$ cat config.mk
export PLATFORM = sky130hd
export DESIGN_NAME = ghash_sched
export DESIGN_NICKNAME = d
export VERILOG_FILES = /design/src/rtl/ghash_sched.sv
export SDC_FILE = /design/constraint.sdc
export NUM_CORES = 2
export LEC_CHECK = 0
export ABC_CLOCK_PERIOD_IN_PS = 2990
export CAP_MARGIN = 20
export CELL_PAD_IN_SITES_DETAIL_PLACEMENT = 1
export CELL_PAD_IN_SITES_GLOBAL_PLACEMENT = 1
export CORE_AREA = 2 2 348 350
export CTS_BUF_LIST = sky130_fd_sc_hd__clkbuf_4 sky130_fd_sc_hd__clkbuf_8
export CTS_CLUSTER_DIAMETER = 200
export DETAILED_ROUTE_END_ITERATION = 6
export DIE_AREA = 0 0 350 352
export PLACE_DENSITY = 0.6
export REMOVE_ABC_BUFFERS = 1
export SLEW_MARGIN = 20
export SYNTH_ARGS = -nofsm -noshare
export SYNTH_HDL_FRONTEND = slang
export SYNTH_SLANG_ARGS = --single-unit
$ cat constraint.sdc
create_clock -name clk -period 2.99 [get_ports clk]
set_input_delay 0.4485 -clock clk [delete_from_list [all_inputs] [get_ports clk]]
set_output_delay 0.4485 -clock clk [all_outputs]
set_load 0.1 [all_outputs]
$ cat src/rtl/ghash_sched.sv
// ghash_sched
//   Sequencing controller for the GCM authentication path. It accepts 128-bit
//   AAD / ciphertext blocks over a valid/ready stream and drives an external
//   fixed-latency GF(2^128) multiplier with the GHASH recurrence
//   Y_i = (Y_{i-1} xor X_i) * H. After the last block it appends the GCM
//   length block {len(A), len(C)} and emits tag = GHASH xor E(K,Y0).
//
//   All 128-bit buses use GCM bit order: index 0 is the x^0 coefficient and
//   is the leftmost (most significant) bit of a hex literal.
//
// Ports
//   clk        system clock, all logic on posedge
//   i_reset    synchronous active-high reset, priority over everything
//   h_key      hash subkey H, sampled when the first block of a message is accepted
//   ek0        E(K,Y0), sampled when the block with in_last=1 is accepted
//   in_valid   block present
//   in_ready   controller can accept a block this cycle
//   in_data    block data
//   in_aad     1 = AAD block, 0 = ciphertext block
//   in_last    final block of the message
//   mul_x      multiplier operand 1 (registered)
//   mul_h      multiplier operand 2 (registered, latched H)
//   mul_res    multiplier product, valid MUL_LAT edges after operand load
//   tag        authentication tag, held until the next tag
//   tag_valid  one-cycle pulse when tag updates
//   busy       message in progress (first block accepted, tag not yet emitted)
//
// Parameter
//   MUL_LAT    multiplier latency in clock edges, legal range 1..15

module ghash_sched #(
  parameter int unsigned MUL_LAT = 3
) (
  input  logic         clk,
  input  logic         i_reset,
  input  logic [0:127] h_key,
  input  logic [0:127] ek0,
  input  logic         in_valid,
  output logic         in_ready,
  input  logic [0:127] in_data,
  input  logic         in_aad,
  input  logic         in_last,
  output logic [0:127] mul_x,
  output logic [0:127] mul_h,
  input  logic [0:127] mul_res,
  output logic [0:127] tag,
  output logic         tag_valid,
  output logic         busy
);

  typedef enum logic [1:0] {
    ST_IDLE     = 2'd0,
    ST_WAIT_BLK = 2'd1,
    ST_WAIT_LEN = 2'd2
  } state_t;

  localparam logic [3:0] LAT = 4'(MUL_LAT);

  state_t       r_state;
  logic [0:127] r_y;
  logic [0:127] r_h;
  logic [0:127] r_ek0;
  logic [31:0]  r_aad_cnt;
  logic [31:0]  r_ct_cnt;
  logic [3:0]   r_lat_cnt;
  logic         r_first;   // next accepted block starts a new message
  logic         r_last;    // the block in flight is the final one

  logic [0:127] w_y_cur;
  logic [0:127] w_len_blk;

  // NOTE: in_ready is combinational on i_reset so that no block can be
  // accepted on an edge where reset is also sampled.
  assign in_ready = (r_state == ST_IDLE) && !i_reset;
  assign busy     = !r_first;

  // The first block of a message always chains from Y = 0.
  assign w_y_cur  = r_first ? '0 : r_y;

  // Bit lengths are block counts * 128, zero-extended to 64 bits each;
  // len(A) occupies bits 0..63, len(C) bits 64..127.
  assign w_len_blk = {25'd0, r_aad_cnt, 7'd0, 25'd0, r_ct_cnt, 7'd0};

  // NOTE: every register here is updated with non-blocking assignments so
  // all right-hand sides see the pre-edge state, as the hardware does.
  always_ff @(posedge clk) begin
    if (i_reset) begin
      r_state   <= ST_IDLE;
      r_y       <= '0;
      r_h       <= '0;
      r_ek0     <= '0;
      r_aad_cnt <= '0;
      r_ct_cnt  <= '0;
      r_lat_cnt <= '0;
      r_first   <= 1'b1;
      r_last    <= 1'b0;
      mul_x     <= '0;
      mul_h     <= '0;
      tag       <= '0;
      tag_valid <= 1'b0;
    end else begin
      tag_valid <= 1'b0;
      case (r_state)
        ST_IDLE: begin
          if (in_valid) begin
            if (r_first) begin
              r_h   <= h_key;
              mul_h <= h_key;
            end else begin
              mul_h <= r_h;
            end
            mul_x <= w_y_cur ^ in_data;
            if (in_aad) r_aad_cnt <= r_aad_cnt + 32'd1;
            else        r_ct_cnt  <= r_ct_cnt + 32'd1;
            if (in_last) begin
              r_ek0  <= ek0;
              r_last <= 1'b1;
            end
            r_first   <= 1'b0;
            r_lat_cnt <= LAT;
            r_state   <= ST_WAIT_BLK;
          end
        end

        ST_WAIT_BLK: begin
          r_lat_cnt <= r_lat_cnt - 4'd1;
          // The counter reaches zero on this edge: the product is ready.
          if (r_lat_cnt == 4'd1) begin
            r_y <= mul_res;
            if (r_last) begin
              mul_x     <= mul_res ^ w_len_blk;
              r_lat_cnt <= LAT;
              r_state   <= ST_WAIT_LEN;
            end else begin
              r_state   <= ST_IDLE;
            end
          end
        end

        ST_WAIT_LEN: begin
          r_lat_cnt <= r_lat_cnt - 4'd1;
          if (r_lat_cnt == 4'd1) begin
            tag       <= mul_res ^ r_ek0;
            tag_valid <= 1'b1;
            r_y       <= '0;
            r_aad_cnt <= '0;
            r_ct_cnt  <= '0;
            r_first   <= 1'b1;
            r_last    <= 1'b0;
            r_state   <= ST_IDLE;
          end
        end

        default: r_state <= ST_IDLE;
      endcase
    end
  end

endmodule

# [After elaboration in Yosys (flattened, before gate mapping)]
# Cells that the tools add are included.
[op_classes] n_bitwise=4 reduce_logical=20 mux=32 n_addsub=3 n_eq_ne=10
[op_table] cell="$mux W128" count=6
[op_table] cell="$pmux W128 S2" count=2
[op_table] cell="$xor A128 B128 Y128" count=2
[op_table] cell="$mux W32" count=5
[op_table] cell="$pmux W32 S2" count=2
[op_table] cell="$xor A128 B103 Y128" count=1
[op_table] cell="$add A32 B1 Y32 const B" count=2
[op_table] cell="$reduce_and A4 Y1" count=4
[op_table] cell="$reduce_and A3 Y1" count=5
[op_table] cell="$ne A2 B2 Y1 const B" count=7
[op_table] cell="$mux W4" count=3
[op_table] cell="$pmux W4 S3" count=1
[op_table] cell="$mux W2" count=4
[op_table] cell="$mux W1" count=6
[op_table] cell="$pmux W2 S3" count=1
[op_table] cell="$reduce_bool A2 Y1" count=3
[op_table] cell="$eq A4 B1 Y1 const B" count=1
[op_table] cell="$pmux W1 S2" count=2
[op_table] cell="$reduce_and A2 Y1" count=2
[op_table] cell="$sub A4 B1 Y4 const B" count=1
[op_table] cell="$reduce_bool A3 Y1" count=1
[op_table] cell="$eq A2 B1 Y1 const B" count=1
[op_table] cell="$eq A2 B2 Y1 const B" count=1
[op_table] cell="$logic_not A1 Y1" count=2
[op_table] cell="other kinds (4)" count=4
[word_totals] out_inout_bits=387 elab_cells=81 regBits=713

# [Logic depth before layout (Yosys ltp)]
[depth] ltp_word=4 ltp_mapped=9

# [Worst setup path after synthesis]
# Ideal clock, no wire load.
[synth_timing] path_type="input to output" startpoint="in i_reset" endpoint="out in_ready" required_time_ns=2.542 n_path_buf=3 slack_ns=0.201 path_stages=4 arrival_time_ns=2.340 cell_sequence="clkbuf_1 -> clkbuf_1 -> clkbuf_1 -> nor2b_1"
[synth_via] elab_chain_cells=2
[synth_lines] element="from (decl)" line_no="35" rtl="input logic i_reset,"
[synth_lines] element="$logic_not A1 Y1" line_no="74" rtl="assign in_ready = (r_state == ST_IDLE) && !i_reset;"
[synth_lines] element="$logic_and A1 B1 Y1" line_no="74"
[synth_lines] element="to (decl)" line_no="39" rtl="output logic in_ready,"
# No other way between the ends.

# [Final worst setup path]
[layout_timing] startpoint="reg r_state[1]" endpoint="out in_ready"
[layout_via] elab_chain_cells=2
[layout_lines] element="from (decl)" line_no="59" rtl="state_t r_state;"
[layout_lines] element="from (signal assigned)" line_no="88" rtl="r_state <= ST_IDLE;"
[layout_lines] element="from (signal assigned)" line_no="121" rtl="r_state <= ST_WAIT_BLK;"
[layout_lines] element="from (signal assigned)" line_no="133" rtl="r_state <= ST_WAIT_LEN;"
[layout_lines] element="$logic_not A2 Y1" line_no="74"
[layout_lines] element="$logic_and A1 B1 Y1" line_no="74"
# No other way between the ends.

==> impl_metrics.csv <==
group,metric,value,unit
clock_network,hold_buffers,0,
flow_run,max-cap-violations,0,
place,gp_congestion,0.818,
synthesis,synth_ff_type,"dfxtp_1",
sta,finalCritPeriodShare,0.847,
place,dp_hpwl,92800,um
setup_path,cp.required,2.54,ns
synthesis,syn_area,29900,um^2
synthesis,synthMuxAreaShare,0.00105,
floorplan,rows,127,
synthesis,synth_seq_cells,713,
clock_network,clockRootBuffer,"clkbuf_8",
synthesis,yosys-top-cells-count,"996 x nand2_1, 713 x dfxtp_1, 473 x a21oi_1",
synthesis,ys_warn_count,0,
detailed_routing,wl_met3,9340,um
grt,grt.overflow.total,0,
floorplan,die_area,123000,um^2
detailed_routing,routed.top_layer,"met5",
detailed_routing,ant_nets,0,
setup_path,crit_arrival,2.08,ns
clock_network,clk_pin_slew,0.06,ns
detailed_routing,wl_per_cell,20.6,um
synthesis,yosysMostFrequentCell,"nand2_1",
setup_path,path_max_fanout,7,
sta,worst_clock_skew,0.0503,ns
power_and_ir_drop,powerDensity,697,nW/um^2
synthesis,ys_types,46,
clock_network,post_cts_buffers,0,
grt,grt_max_degree,143,
setup_path,r2r_start,"r_state[0]",
synthesis,synth_fa_ha_area_frac,0.00335,
final_layout,final_nets,5096,
floorplan,coreArea,119000,um^2
synthesis,postSynthCellCount,3734,
sta,rsz0062_at_grt,"no",
final_layout,drive_gt1_frac,0.155,
clock_network,cts_buffer_depth,3,
sta,setup_viol_count_final,0,
synthesis,async_reset_ff_frac,0,
clock_network,cts_tree,"built",
clock_network,cts_htree_levels,4,
detailed_routing,wl_met1,55200,um
detailed_routing,drc_errors,0,
grt,grtUsageTotal,0.204,
power_and_ir_drop,irDropWorstVdd,0.388,mV
floorplan,die_h,352,um
sta,worst-slew-pin-transition,0.875,ns
detailed_routing,vias,29000,
power_and_ir_drop,cellLeakagePower,0.0152,uW
sta,slew_viol_final,0,
sta,final.setup.tns,0,ns
synthesis,ys_seq_area_frac,0.477,
clock_network,clock_latency,0.81,ns
synthesis,synth_top_area_frac,0.477,
clock_network,cts_resized,0,
grt,grt_pass1_vias,28900,
final_layout,area_delta_synth_final,43.1,%
sta,fin_ws,0.457,ns
clock_network,cts_sinks,713,
floorplan,initial_utilization,0.251,
floorplan,die_w,350,um
sta,hold_viol_final,0,
setup_path,end_kind,"output pin",
synthesis,synth_top_family_by_area,"simple AND/OR/NAND/NOR gates",
sta,timing.fmax,395,MHz
sta,finalCriticalPeriod,2.53,ns
detailed_routing,viasPerCell,4.61,
setup_path,crit_type,"reg -> out",
run_status,status,"finished, final reports clean",
synthesis,synth_edf_count,0,
floorplan,pin_count,904,
worst_hold_path,hp-start,"i_reset",
grt,antenna_found_initial,24,
setup_path,crit_start,"r_state[1]",
synthesis,yosys.area.top_type,"dfxtp_1",
setup_path,cp-start-kind,"flop",
final_layout,fillers,14200,
clock_network,cts_made_buffers,142,
worst_hold_path,hold_class,"in -> reg",
place,port_buffers,903,
detailed_routing,wirelength,130000,um
detailed_routing,firstDrtPassIters,5,
synthesis,synth_compound_area_frac,0.163,
synthesis,yosys.area_share.simple,0.209,
sta,slew_headroom,0.417,
detailed_routing,dr_wl_met2,62100,um
place,place_ws,0.386,ns
sta,holdWs,0.138,ns
detailed_routing,first_iter_violations,1322,
synthesis,synth_area_leaders,"dfxtp_1 48%, nand2_1 13%, xnor2_1 10%",
grt,grt_first_pass_wirelength,191000,um
synthesis,avgSynthCellArea,8.01,um^2
synthesis,synthXorXnorAreaFrac,0.106,
## layout by cell type, fill, tap and decap left out, types with 12 or more instances in the layout
cell type,netlist,routed
xor2_1,15,15
dfxtp_1,713,712
a22oi_1,65,65
nor3_1,15,14
o21ai_0,80,79
nand3_1,87,85
nor2b_1,67,67
clkbuf_4,0,57
nor4_1,17,17
nand4_1,26,26
inv_1,15,14
clkbuf_8,0,163
a211oi_1,130,130
buf_4,0,431
nor2_1,255,253
o211ai_1,67,67
nand2_1,996,996
clkdlybuf4s50_1,0,515
xnor2_1,346,346
buf_12,0,33
a21oi_1,473,473
diode_2,0,12
## power by group
part | total [uW] | internal, uW | switching (uW)
Clock | 10200 | 5780 | 4390
Combinational | 9010 | 2420 | 6580
Sequential | 10600 | 10200 | 403
## final timing paths
kind | to | slack (ns) | depth (start not counted)
setup / recovery | in_ready | 0.46 | 4
hold / removal | r_h[23] | 0.14 | 2
setup reg to reg | mul_x[94] | 0.49 | 7
hold reg to reg | r_y[48] | 0.45 | 2
## cell type report
cell class              count  area, um^2  share of cell area
well taps                1612        2020              0.0472
clock buffers             220        2670              0.0625
clock inverters            12         133             0.00310
repair buffers            980        9070               0.212
inverters                  16        62.6             0.00146
diodes                     12        30.0            0.000702
flip-flops and latches    713       14300               0.334
multi-input cells        2718       14500               0.339
## cells by family after synthesis
kind of cell | Yosys count
compound gates | 833
xor+xnor | 361
fa+ha+maj | 8
buf+inv | 303
flops | 713
mux | 3
simple gates | 1513
## layer usage
metal | global-route usage | vias to the layer above
li1 | - | 14100
met1 | 0.246 | 14000
met2 | 0.345 | 695
met3 | 0.0626 | 177
met4 | 0.0626 | 26
met5 | 0 | -
## flip-flops by register name (all words and copies together), names as in the netlist
name / count
tag_valid: 1
r_state: 2
tag: 128
r_y: 128
r_h: 128
mul_x: 128
r_ct_cnt: 32
r_lat_cnt: 4
r_last: 1
r_ek0: 128
r_aad_cnt: 32
r_first: 1
## worst max-delay path, stage by stage (launching register included)
cell and delay (ns):
dfxtp_1 0.34, inv_1 0.14, ha_1 0.32, nor2b_1 0.28, buf_12 0.21
## stage by stage
| stage | instances | utilization | instance area, um^2 | power [uW] |
|---|---|---|---|---|
| floorplan | 3447 | - | 28800 | 16800 |
| global placement | 6039 | 0.335 | 39900 | 19900 |
| detailed placement | 6039 | 0.335 | 39900 | 20000 |
| CTS | 6271 | 0.358 | 42700 | 30400 |
| global route | 6277 | 0.358 | 42800 | 31300 |
| finish | 6283 | 0.358 | 42800 | 29800 |
Note: power is estimated with default switching activity, not from simulation.
